==> config.mk <==
export PLATFORM = sky130hd
export DESIGN_NAME = cpu_clock_controller_flat
export DESIGN_NICKNAME = d
export VERILOG_FILES = /design/src/rtl/cpu_clock_controller_if.sv /design/src/rtl/cpu_clock_controller.sv /design/src/flat_wrapper.sv
export SDC_FILE = /design/constraint.sdc
export NUM_CORES = 1
export LEC_CHECK = 0
export BUFFER_PORTS_ARGS = -buffer_cell sky130_fd_sc_hd__buf_2
export CORE_UTILIZATION = 40
export CTS_CLUSTER_SIZE = 14
export DETAILED_ROUTE_END_ITERATION = 6
export SLEW_MARGIN = 20
export SYNTH_ARGS = -nofsm -noshare
export SYNTH_HDL_FRONTEND = slang
export SYNTH_SLANG_ARGS = --single-unit
==> constraint.sdc <==
create_clock -name clk -period 2.7 [get_ports clk]
set_input_delay 0.27 -clock clk [delete_from_list [all_inputs] [get_ports clk]]
set_output_delay 0.27 -clock clk [all_outputs]
set_load 0.02 [all_outputs]
==> src/rtl/cpu_clock_controller_if.sv <==
// rtl/cpu_clock_controller_if.sv - board-side control and CPU-side enable/status bundle
interface cpu_clock_controller_if;
  logic [1:0]  mode;
  logic        step_btn;
  logic        halt_req;
  logic        resume;
  logic        cpu_en;
  logic [2:0]  state;
  logic        trapped;
  logic [31:0] tick_count;

  // Board/bench side: drives switches, button and CPU requests; observes enable and status
  modport master (
    output mode, step_btn, halt_req, resume,
    input  cpu_en, state, trapped, tick_count
  );

  // Controller side
  modport slave (
    input  mode, step_btn, halt_req, resume,
    output cpu_en, state, trapped, tick_count
  );
endinterface

==> src/rtl/cpu_clock_controller.sv <==
// rtl/cpu_clock_controller.sv - CPU clock-enable sequencer (halt/step/slow/run with trap)
module cpu_clock_controller #(
  parameter int unsigned SLOW_PERIOD     = 100_000_000,
  parameter int unsigned DEBOUNCE_CYCLES = 1_000_000
) (
  input  logic                  clk,
  input  logic                  reset,
  cpu_clock_controller_if.slave bus
);

  localparam int unsigned SLOW_W = $clog2(SLOW_PERIOD);
  localparam int unsigned DEB_W  = $clog2(DEBOUNCE_CYCLES + 1);
  localparam logic [SLOW_W-1:0] SLOW_LAST = SLOW_W'(SLOW_PERIOD - 1);
  localparam logic [DEB_W-1:0]  DEB_MAX   = DEB_W'(DEBOUNCE_CYCLES);

  typedef enum logic [2:0] {
    ST_IDLE = 3'd0,
    ST_STEP = 3'd1,
    ST_SLOW = 3'd2,
    ST_RUN  = 3'd3,
    ST_TRAP = 3'd4
  } state_t;

  state_t              state_q;
  state_t              mode_state;
  state_t              next_state;
  logic                cpu_en_q;
  logic                trapped_q;
  logic                en_next;
  logic [31:0]         tick_q;
  logic [SLOW_W-1:0]   slow_cnt_q;
  logic [1:0]          sync_q;
  logic [DEB_W-1:0]    deb_cnt_q;
  logic                deb_level_q;
  logic                step_accept;

  // A debounced 0->1 is accepted on the edge where the counter has seen DEBOUNCE_CYCLES stable cycles
  assign step_accept = sync_q[1] & ~deb_level_q & (deb_cnt_q == DEB_MAX);

  // Next state with priority halt_req > resume > mode; enable is only issued when staying in the same state
  always_comb begin
    mode_state = ST_IDLE;
    case (bus.mode)
      2'b01:   mode_state = ST_STEP;
      2'b10:   mode_state = ST_SLOW;
      2'b11:   mode_state = ST_RUN;
      default: mode_state = ST_IDLE;
    endcase

    next_state = mode_state;
    if (state_q == ST_TRAP) begin
      if (!bus.resume) next_state = ST_TRAP;
    end else if (bus.halt_req) begin
      next_state = ST_TRAP;
    end

    en_next = 1'b0;
    if (next_state == state_q) begin
      case (state_q)
        ST_RUN:  en_next = 1'b1;
        ST_SLOW: en_next = (slow_cnt_q == SLOW_LAST);
        ST_STEP: en_next = step_accept;
        default: en_next = 1'b0;
      endcase
    end
  end

  // Main FSM with registered enable and trap flag
  always_ff @(posedge clk or negedge reset) begin
    if (!reset) begin
      state_q   <= ST_IDLE;
      cpu_en_q  <= 1'b0;
      trapped_q <= 1'b0;
    end else begin
      state_q   <= next_state;
      cpu_en_q  <= en_next;
      trapped_q <= (next_state == ST_TRAP);
    end
  end

  // Slow-mode divider: runs only while SLOW persists, cleared on entry and exit
  always_ff @(posedge clk or negedge reset) begin
    if (!reset) begin
      slow_cnt_q <= '0;
    end else if (state_q == ST_SLOW && next_state == ST_SLOW) begin
      slow_cnt_q <= (slow_cnt_q == SLOW_LAST) ? '0 : slow_cnt_q + 1'b1;
    end else begin
      slow_cnt_q <= '0;
    end
  end

  // Button synchronizer and debouncer, active in every state so stale presses never fire on STEP entry
  always_ff @(posedge clk or negedge reset) begin
    if (!reset) begin
      sync_q      <= 2'b00;
      deb_cnt_q   <= '0;
      deb_level_q <= 1'b0;
    end else begin
      sync_q <= {sync_q[0], bus.step_btn};
      if (sync_q[1] == deb_level_q) begin
        deb_cnt_q <= '0;
      end else if (deb_cnt_q == DEB_MAX) begin
        deb_level_q <= sync_q[1];
        deb_cnt_q   <= '0;
      end else begin
        deb_cnt_q <= deb_cnt_q + 1'b1;
      end
    end
  end

  // Count completed enable cycles; wraps silently
  always_ff @(posedge clk or negedge reset) begin
    if (!reset) begin
      tick_q <= '0;
    end else begin
      tick_q <= tick_q + 32'(cpu_en_q);
    end
  end

  assign bus.cpu_en     = cpu_en_q;
  assign bus.state      = state_q;
  assign bus.trapped    = trapped_q;
  assign bus.tick_count = tick_q;

endmodule

==> src/flat_wrapper.sv <==
// flat-port wrapper written by rule: the top's interface ports become plain ports
module cpu_clock_controller_flat 
#(
  parameter int unsigned SLOW_PERIOD     = 100_000_000,
  parameter int unsigned DEBOUNCE_CYCLES = 1_000_000
)
  (clk, reset, bus_mode, bus_step_btn, bus_halt_req, bus_resume, bus_cpu_en, bus_state, bus_trapped, bus_tick_count);
  cpu_clock_controller_if bus_i ();
  input  logic clk;
  input  logic reset;
  input wire logic [$bits(bus_i.mode)-1:0] bus_mode;
  input wire logic [$bits(bus_i.step_btn)-1:0] bus_step_btn;
  input wire logic [$bits(bus_i.halt_req)-1:0] bus_halt_req;
  input wire logic [$bits(bus_i.resume)-1:0] bus_resume;
  output wire logic [$bits(bus_i.cpu_en)-1:0] bus_cpu_en;
  output wire logic [$bits(bus_i.state)-1:0] bus_state;
  output wire logic [$bits(bus_i.trapped)-1:0] bus_trapped;
  output wire logic [$bits(bus_i.tick_count)-1:0] bus_tick_count;
  assign bus_i.mode = bus_mode;
  assign bus_i.step_btn = bus_step_btn;
  assign bus_i.halt_req = bus_halt_req;
  assign bus_i.resume = bus_resume;
  assign bus_cpu_en = bus_i.cpu_en;
  assign bus_state = bus_i.state;
  assign bus_trapped = bus_i.trapped;
  assign bus_tick_count = bus_i.tick_count;
  cpu_clock_controller #(.SLOW_PERIOD(SLOW_PERIOD), .DEBOUNCE_CYCLES(DEBOUNCE_CYCLES)) u_core (.clk(clk), .reset(reset), .bus(bus_i));
endmodule
==> results of run 1 <==
[Yosys cell counts (10+ instances only)]
| library cell | count | area [µm²] |
|---|---|---|
| dfrtp_1 | 87 | 2180 |
| xnor2_1 | 33 | 289 |
| nor2_1 | 32 | 120 |
| nand3_1 | 31 | 155 |
| nand2_1 | 27 | 101 |
| nand4_1 | 27 | 169 |
| xor2_1 | 21 | 184 |
| a21oi_1 | 18 | 90.1 |
| and3_1 | 13 | 81.3 |
| inv_1 | 12 | 45.0 |
| or4_1 | 11 | 82.6 |
| and4_1 | 10 | 87.6 |
| o21ai_0 | 10 | 50.1 |
| or3_1 | 10 | 62.6 |
[power breakdown]
group | switching (mW) | internal, mW | total [mW]
sequential | 0.0144 | 1.31 | 1.33
clock | 0.489 | 0.458 | 0.947
combinational | 0.0614 | 0.0286 | 0.0899
[per-stage QoR]
| stage | total power [mW] | hold slack [ns] | worst slack (ns) | cells | utilization (%) |
|---|---|---|---|---|---|
| 3_5_place_dp | 1.45 | 0.341 | 0.565 | 580 | 44.5 |
| 6_report | 2.37 | 0.113 | 0.575 | 598 | 46.7 |
| 5_1_grt | 2.46 | 0.0978 | 0.425 | 598 | 46.7 |
| 2_1_floorplan | 1.39 | -0.0256 | 0.707 | 410 | - |
| 4_1_cts | 2.40 | 0.0920 | 0.547 | 598 | 46.7 |
| 3_3_place_gp | 1.44 | 0.332 | 0.619 | 580 | 44.5 |
[cell families after synthesis]
kind of cell / Yosys count
DFF: 87
and+or+nand+nor: 189
buffers and inverters: 27
xor gates and xnor gates: 54
AOI/OAI and AO/OA: 45
adders and majority gates: 6
muxes: 2
[layout make-up]
cell class,instances,area share (%)
clock buffers,10,2.87
multi-input cells,296,40.0
clock inverters,6,1.41
repair buffers,51,5.89
inverters,12,0.938
well taps,136,3.55
flip-flops and latches,87,45.4
[critical path, cell delays in order (launching register included)]
cell and delay, ns:
dfrtp_1 0.47, or4b_1 0.53, nor4_1 0.33, a31o_2 0.56, nor2_1 0.11
[path summary, 6_finish.rpt]
path / end / slack, ns / cells past startpoint / from
setup reg to reg: u_core.slow_cnt_q[13] / 0.57 / 4 / u_core.slow_cnt_q[8]
setup / recovery: u_core.slow_cnt_q[13] / 0.57 / 4 / u_core.slow_cnt_q[8]
hold reg to reg: u_core.sync_q[1] / 0.37 / 0 / u_core.sync_q[0]
hold / removal: u_core.bus.cpu_en / 0.11 / 2 / bus_halt_req
min in group asynchronous: u_core.bus.tick_count[10] / 0.47 / 2 / reset
max in group asynchronous: u_core.deb_cnt_q[12] / 1.51 / 3 / reset
[state kept, by name, summed over array words and instances (netlist names)]
| name | flops |
|---|---|
| u_core.bus.trapped | 1 |
| u_core.bus.state | 3 |
| u_core.slow_cnt_q | 27 |
| u_core.bus.tick_count | 32 |
| u_core.deb_cnt_q | 20 |
| u_core.sync_q | 2 |
| u_core.bus.cpu_en | 1 |
| u_core.deb_level_q | 1 |
[metal layers]
layer  share of wire, %  up-vias
li1                   -     1565
met1                 50     1598
met2                 45       59
met3                3.4       10
met4                1.4        0
met5                  0        -
[what timing repair did]
item / in CTS / in global routing
hold endpoints to repair: 47 / 0
setup endpoints to repair: 0 / 0
hold buffers: 2 / 0
==> results.json, run 1 <==
{
  "rows": 37,
  "start_util_pct": 40.9,
  "critical_path_arrival_ns": 2.34,
  "clkSlewWorstSetupHoldPaths_ns": 0.09,
  "nNetsFinal": 470,
  "diodes": 0,
  "end_kind": "flop",
  "start_kind": "flop",
  "die_height_um": 105,
  "stdcell_area_mm2": 0.00480,
  "met2_usage_pct": 26.4,
  "synth-compound-area-share_pct": 6.66,
  "clock_path_buffers": 2,
  "rsz0062_at_grt": "false",
  "viasPerCell": 5.40,
  "dieWidth_um": 105,
  "synth_xor_area_share_pct": 11.2,
  "p_leak_nw": 2.06,
  "area_delta_synth_final_pct": 14.1,
  "synth-edff-count": 0,
  "yosys-mux-area-fraction_pct": 0.536,
  "met3_usage_pct": 2.68,
  "syn-instance-count": 410,
  "io_buffer_count": 43,
  "grt_pass1_wl_um": 15100,
  "tns_ns": 0,
  "synth_top_family_by_area": "simple AND/OR/NAND/NOR gates",
  "min_path_type": "primary input to flop",
  "wl_per_cell_um": 14.2,
  "timing.final.crit_share_pct": 78.7,
  "final_common_cell": "dfrtp_1",
  "grt_pass1_vias": 3095,
  "clock-sinks": 87,
  "clock.fmax_ghz": 0.471,
  "synthesis.nets": 423,
  "period_minus_slack_ns": 2.13,
  "dpl_cell_area_mm2": 0.00457,
  "core_mm2": 0.0103,
  "top_level_ports": 44,
  "cp_max_fo": 24,
  "postCtsSetupRepairBufs": 0,
  "synth-seq-area-share_pct": 51.8,
  "cts_resized": 0,
  "grt_use_met1_pct": 23.9,
  "layout_common_cells": "87 x dfrtp_1, 42 x buf_2, 33 x xnor2_1",
  "drive_above_1_share_pct": 16.5,
  "route.vias.total": 3232,
  "dr.pass1.iters": 4,
  "drc": 0,
  "tightestPinTransition_ns": 0.627,
  "dpl.hpwl_um": 5790,
  "ir_worst_vdd_mv": 0.218,
  "tritoncts": "done",
  "netlist_area_mm2": 0.00421,
  "ant_nets": 0,
  "numCtsBuffers": 9,
  "max_cap_violations": 0,
  "antenna_found_initial": 0,
  "ys_types": 40,
  "gr-max-usage-layer": "met2",
  "finalSetupViolCount": 0,
  "gp_congestion": 0.778,
  "hold_violations": 0,
  "fillers": 984,
  "async_flop_share_pct": 100,
  "synth_area_per_cell_um2": 10.3,
  "maxSlewViolCount": 0,
  "outcome": "completed",
  "synthSimpleGateAreaFrac_pct": 25.3,
  "synth-seq-cells": 87,
  "grt_max_degree": 49,
  "drtIter0Drc": 125,
  "ctsHtreeMaxLevel": 3,
  "clockRootBuffer": "clkbuf_8",
  "area.sequential_mm2": 0.00218,
  "multiInputGateArea_mm2": 0.00192,
  "wl_um": 8500,
  "critical_path_class": "flop to flop",
  "clock_latency_ns": 0.35,
  "cellPowerDensity_mw_per_mm2": 493,
  "fp.dieArea_mm2": 0.0109,
  "synth_adder_area_share_pct": 1.79,
  "synth_warnings": 0,
  "grt_usage_pct": 17.0,
  "relSlewSlack_pct": 58.2,
  "synth_flop_cell": "dfrtp_1",
  "crit_required_ns": 2.92,
  "grt-ovfl-total": 0,
  "skew_ns": 0.00934
}
(Power assumes the default switching activity.)
==> inputs of run 2 (changes only) <==
- clock period: 2.7 -> 1.9 ns (I/O delays scaled with it)
==> results.json, run 2 (synthesis gave the netlist of run 1 again) <==
{
  "clkSlewWorstSetupHoldPaths_ns": 0.09,
  "report.power.total_mw": 3.50,
  "period_minus_slack_ns": 1.83,
  "rows": 37,
  "place_ws_ns": -0.0214,
  "rsz0062_at_grt": "true",
  "endpoint": "u_core.slow_cnt_q[7]",
  "max_stage_delay_ns": 0.52,
  "clock_latency_ns": 0.37,
  "critical_path_arrival_ns": 2.08,
  "top_level_ports": 44,
  "fin_ws_ns": 0.0670,
  "skew_ns": 0.0186,
  "drc": 0,
  "wl_per_cell_um": 14.5,
  "largest_register_ffs": 32,
  "cp_top_family": "simple AND/OR/NAND/NOR gates",
  "maxSlewViolCount": 0,
  "tritoncts": "done",
  "numCtsBuffers": 9,
  "end_kind": "flop",
  "gp_congestion": 0.787,
  "dr.pass1.iters": 6,
  "clockRootBuffer": "clkbuf_8",
  "timing.final.crit_share_pct": 96.5,
  "layout_common_cells": "86 x dfrtp_1, 42 x buf_2, 37 x buf_4",
  "finalSetupViolCount": 0,
  "outcome": "completed",
  "clock.fmax_ghz": 0.546,
  "cp.buffers_inverters": 1,
  "relSlewSlack_pct": 73.6,
  "ctsHtreeMaxLevel": 3,
  "ff2ff_setup_slack_ns": 0.07,
  "start_util_pct": 40.9,
  "grt_max_degree": 30,
  "start_kind": "flop",
  "timing.rr.end": "u_core.slow_cnt_q[7]",
  "tns_ns": 0,
  "dp.cells": 609,
  "io_buffer_count": 43,
  "clock_path_buffers": 2,
  "worst_path_max_delay_cell": "or4b_1",
  "wl_um": 9150,
  "ir_worst_vdd_mv": 0.353,
  "clock-sinks": 87,
  "cellPowerDensity_mw_per_mm2": 673,
  "dieWidth_um": 105,
  "route.vias.total": 3383,
  "final_common_cell": "dfrtp_1",
  "critical_path_class": "flop to flop",
  "crit_required_ns": 2.15,
  "area_delta_synth_final_pct": 23.7,
  "core_mm2": 0.0103,
  "r2r-start": "u_core.slow_cnt_q[8]",
  "diodes": 0,
  "grt_usage_pct": 17.7,
  "postLayoutCoreUtil_pct": 50.6,
  "min_path_type": "primary input to flop",
  "cp_cell_sequence": "or4b_1 -> nor4_2 -> a31o_2 -> buf_12 -> nor2_1",
  "cp_max_fo": 18,
  "fp.dieArea_mm2": 0.0109,
  "grt-ovfl-total": 0,
  "grt_pass1_vias": 3215,
  "rr_worst_depth": 5,
  "ant_nets": 0,
  "antenna_found_initial": 0,
  "p_leak_nw": 2.28,
  "dpl.hpwl_um": 6480,
  "drtIter0Drc": 128,
  "startpoint": "u_core.slow_cnt_q[8]",
  "viasPerCell": 5.36,
  "hold_violations": 0,
  "max_cap_violations": 0,
  "drive_above_1_share_pct": 25.1,
  "nNetsFinal": 503,
  "tightestPinTransition_ns": 0.396,
  "final_cells": 631,
  "grt_pass1_wl_um": 15500,
  "die_height_um": 105,
  "crit_cells": 5
}
==> run 2: cell types whose count changed in the layout (fill, tap and decap cells not counted), moves of 3 or more <==
cell / previous run / this run
or4_4: 1 / 4
buf_12: 0 / 3
buf_4: 7 / 37
or4_1: 11 / 8
a21oi_2: 2 / 5
a21oi_1: 18 / 15
==> run 2: power breakdown <==
group	switching [mW]	total (mW)	internal, mW
sequential	0.0173	1.89	1.87
combinational	0.0961	0.152	0.0556
clock	0.712	1.46	0.748
total	0.825	3.50	2.67
==> run 2: how the worst min path moves through the flow <==
stage	slack, ns	startpoint	depth (start not counted)	to
4_1_cts	0.003	bus_halt_req	2	u_core.bus.cpu_en
6_report	0.05	bus_halt_req	2	u_core.bus.cpu_en
2_1_floorplan	-0.11	reset	0	u_core.bus.cpu_en
3_5_place_dp	0.15	reset	1	u_core.bus.tick_count[7]
5_1_grt	0.02	bus_halt_req	2	u_core.bus.cpu_en
3_3_place_gp	0.14	reset	1	u_core.bus.tick_count[7]
==> run 2: per-stage QoR <==
stage	cell area, µm²	hold slack (ns)
after floorplan	4210	-0.106
after global placement	4840	0.142
after detailed placement	4840	0.152
after CTS	5090	0.00343
after global routing	5200	0.0239
final	5200	0.0492
==> run 2: worst register-to-register path, cell delays in order, from the launching register on <==
cell and delay (ns):
dfrtp_2 0.45, or4b_1 0.52, nor4_2 0.29, a31o_2 0.24, buf_12 0.16, nor2_1 0.06
==> run 2: cell type report <==
type	instances	area, µm²
Timing Repair Buffer	84	568
Fill cell	1001	5080
Clock buffer	10	128
Inverter	12	45.0
Multi-Input combinational cell	296	2020
Clock inverter	6	92.6
Sequential cell	87	2180
Tap cell	136	170
==> run 2: routing by layer <==
| metal | track usage [%] | vias to the layer above | wire [µm] |
|---|---|---|---|
| met4 | 6.84 | 0 | 99 |
| met5 | 0 | - | 0 |
| met3 | 3.37 | 9 | 298 |
| li1 | - | 1639 | - |
| met2 | 28.2 | 63 | 4360 |
| met1 | 23.8 | 1672 | 4390 |
==> run 2: what timing repair did <==
item                       4_1_cts  5_1_grt
hold endpoints to repair        27        0
resized for setup                3       16
pin swaps                        0        3
buffers inserted                 0        4
setup endpoints to repair        4       11
hold buffers                     2        0
==> inputs of run 3 (changes only) <==
- REMOVE_ABC_BUFFERS: not set -> 1
- TNS_END_PERCENT: not set -> 1
==> results.json, run 3 (synthesis gave the netlist of run 1 again) <==
{
  "r2r-start": "u_core.slow_cnt_q[1]",
  "grt_pass1_vias": 3142,
  "area_delta_synth_final_pct": 21.6,
  "crit_required_ns": 2.16,
  "outcome": "completed",
  "start_kind": "flop",
  "hold_violations": 0,
  "stdcell_area_mm2": 0.00511,
  "io_buffer_count": 43,
  "viasPerCell": 5.32,
  "fp.dieArea_mm2": 0.0109,
  "grt-ovfl-total": 0,
  "critical_path_class": "flop to flop",
  "drtIter0Drc": 154,
  "clock_latency_ns": 0.36,
  "gp_congestion": 0.765,
  "drc": 0,
  "rsz0062_at_grt": "true",
  "whs_endpoint": "u_core.bus.state[1]",
  "clkSlewWorstSetupHoldPaths_ns": 0.09,
  "report.power.total_mw": 3.38,
  "max_cap_violations": 0,
  "route.vias.total": 3354,
  "ctsHtreeMaxLevel": 3,
  "period_minus_slack_ns": 1.84,
  "dieWidth_um": 105,
  "numCtsBuffers": 9,
  "grt_pass1_wl_um": 15300,
  "multiInputGateArea_mm2": 0.00196,
  "rr_worst_depth": 5,
  "top_level_ports": 44,
  "hold_depth": 2,
  "wl_per_cell_um": 14.1,
  "clock.fmax_ghz": 0.543,
  "min_from": "bus_mode[1]",
  "ant_nets": 0,
  "final_common_cell": "dfrtp_1",
  "final_cells": 630,
  "rows": 37,
  "dr.pass1.iters": 4,
  "critical_path_arrival_ns": 2.10,
  "p_leak_nw": 2.24,
  "start_util_pct": 40.9,
  "timing.rr.end": "u_core.bus.cpu_en",
  "grt_max_degree": 39,
  "fillers": 969,
  "area.sequential_mm2": 0.00218,
  "cellPowerDensity_mw_per_mm2": 660,
  "relSlewSlack_pct": 71.4,
  "timing.final.crit_share_pct": 96.9,
  "dp.cells": 609,
  "tritoncts": "done",
  "largest_register_ffs": 32,
  "end_kind": "flop",
  "wl_um": 8850,
  "skew_ns": 0.0116,
  "min_path_type": "primary input to flop",
  "ff2ff_setup_slack_ns": 0.06,
  "nNetsFinal": 502,
  "layout_common_cells": "87 x dfrtp_1, 42 x buf_2, 35 x buf_4",
  "drive_above_1_share_pct": 23.1,
  "die_height_um": 105,
  "tightestPinTransition_ns": 0.425,
  "dpl.hpwl_um": 6210,
  "antenna_found_initial": 0,
  "grt_usage_pct": 17.3,
  "clock-sinks": 87,
  "ir_worst_vdd_mv": 0.416,
  "dpl_cell_area_mm2": 0.00482,
  "clock_path_buffers": 2,
  "finalSetupViolCount": 0,
  "core_mm2": 0.0103,
  "cp_max_fo": 4,
  "maxSlewViolCount": 0,
  "diodes": 0,
  "clockRootBuffer": "clkbuf_8"
}
[run 3: cell types whose count changed in the layout (fill, tap and decap cells not counted), moves of 2 or more]
cell,previous run,this run
a21oi_2,5,3
buf_4,37,35
a21oi_1,15,17
clkinvlp_4,2,0
clkinv_4,1,3
[run 3: how the worst max path moves through the flow]
stage | from | endpoint
floorplan | u_core.bus.cpu_en | u_core.bus.tick_count[29]
global placement | u_core.deb_cnt_q[15] | u_core.bus.cpu_en
detailed placement | u_core.slow_cnt_q[1] | u_core.bus.cpu_en
CTS | u_core.slow_cnt_q[1] | u_core.bus.cpu_en
global route | u_core.deb_cnt_q[17] | u_core.bus.cpu_en
finish | u_core.slow_cnt_q[1] | u_core.bus.cpu_en
[run 3: layout make-up]
class,instances,area share (%)
clock buffers,9,2.42
clock inverters,7,1.59
inverters,12,0.881
multi-input cells,296,38.4
flip-flops and latches,87,42.6
well taps,136,3.33
repair buffers,83,10.8
[run 3: report_power, final]
group | internal, mW | total, mW | leakage (nW) | switching [mW]
clock network | 0.627 | 1.35 | 0.106 | 0.719
logic | 0.0520 | 0.144 | 0.934 | 0.0920
registers | 1.87 | 1.89 | 1.20 | 0.0196
[run 3: per-layer routing]
layer | wire length [µm] | share of wire [%] | GRT usage [%] | vias up
met3 | 273 | 3.1 | 2.43 | 9
met4 | 105 | 1.2 | 6.43 | 0
met1 | 4490 | 51 | 24.9 | 1646
met2 | 3980 | 45 | 26.6 | 65
li1 | - | - | - | 1634
met5 | 0 | 0 | 0 | -
[run 3: critical path, stage by stage (launching register included)]
cell and delay [ns]:
dfrtp_1 0.39, ha_2 0.20, and3_4 0.20, nand3_1 0.11, or4_4 0.55, a2111oi_4 0.29
[run 3: repair_timing]
action | CTS | global route
buffers inserted | 0 | 2
endpoints found under the setup margin | 0 | 25
hold buffers | 3 | 0
gates resized for setup | 0 | 10
endpoints found under the hold margin | 89 | 0
[run 3: per-stage QoR]
stage | hold slack, ns | setup TNS, ns | util (%) | worst slack (ns)
2_1_floorplan | -0.106 | -5.55 | - | -0.349
3_3_place_gp | 0.0289 | 0 | 46.9 | 0.0793
3_5_place_dp | 0.0275 | 0 | 46.9 | 0.0455
4_1_cts | 0.0833 | 0 | 49.2 | 0.0317
5_1_grt | 0.0896 | -0.0322 | 49.8 | -0.0322
6_report | 0.112 | 0 | 49.8 | 0.0590
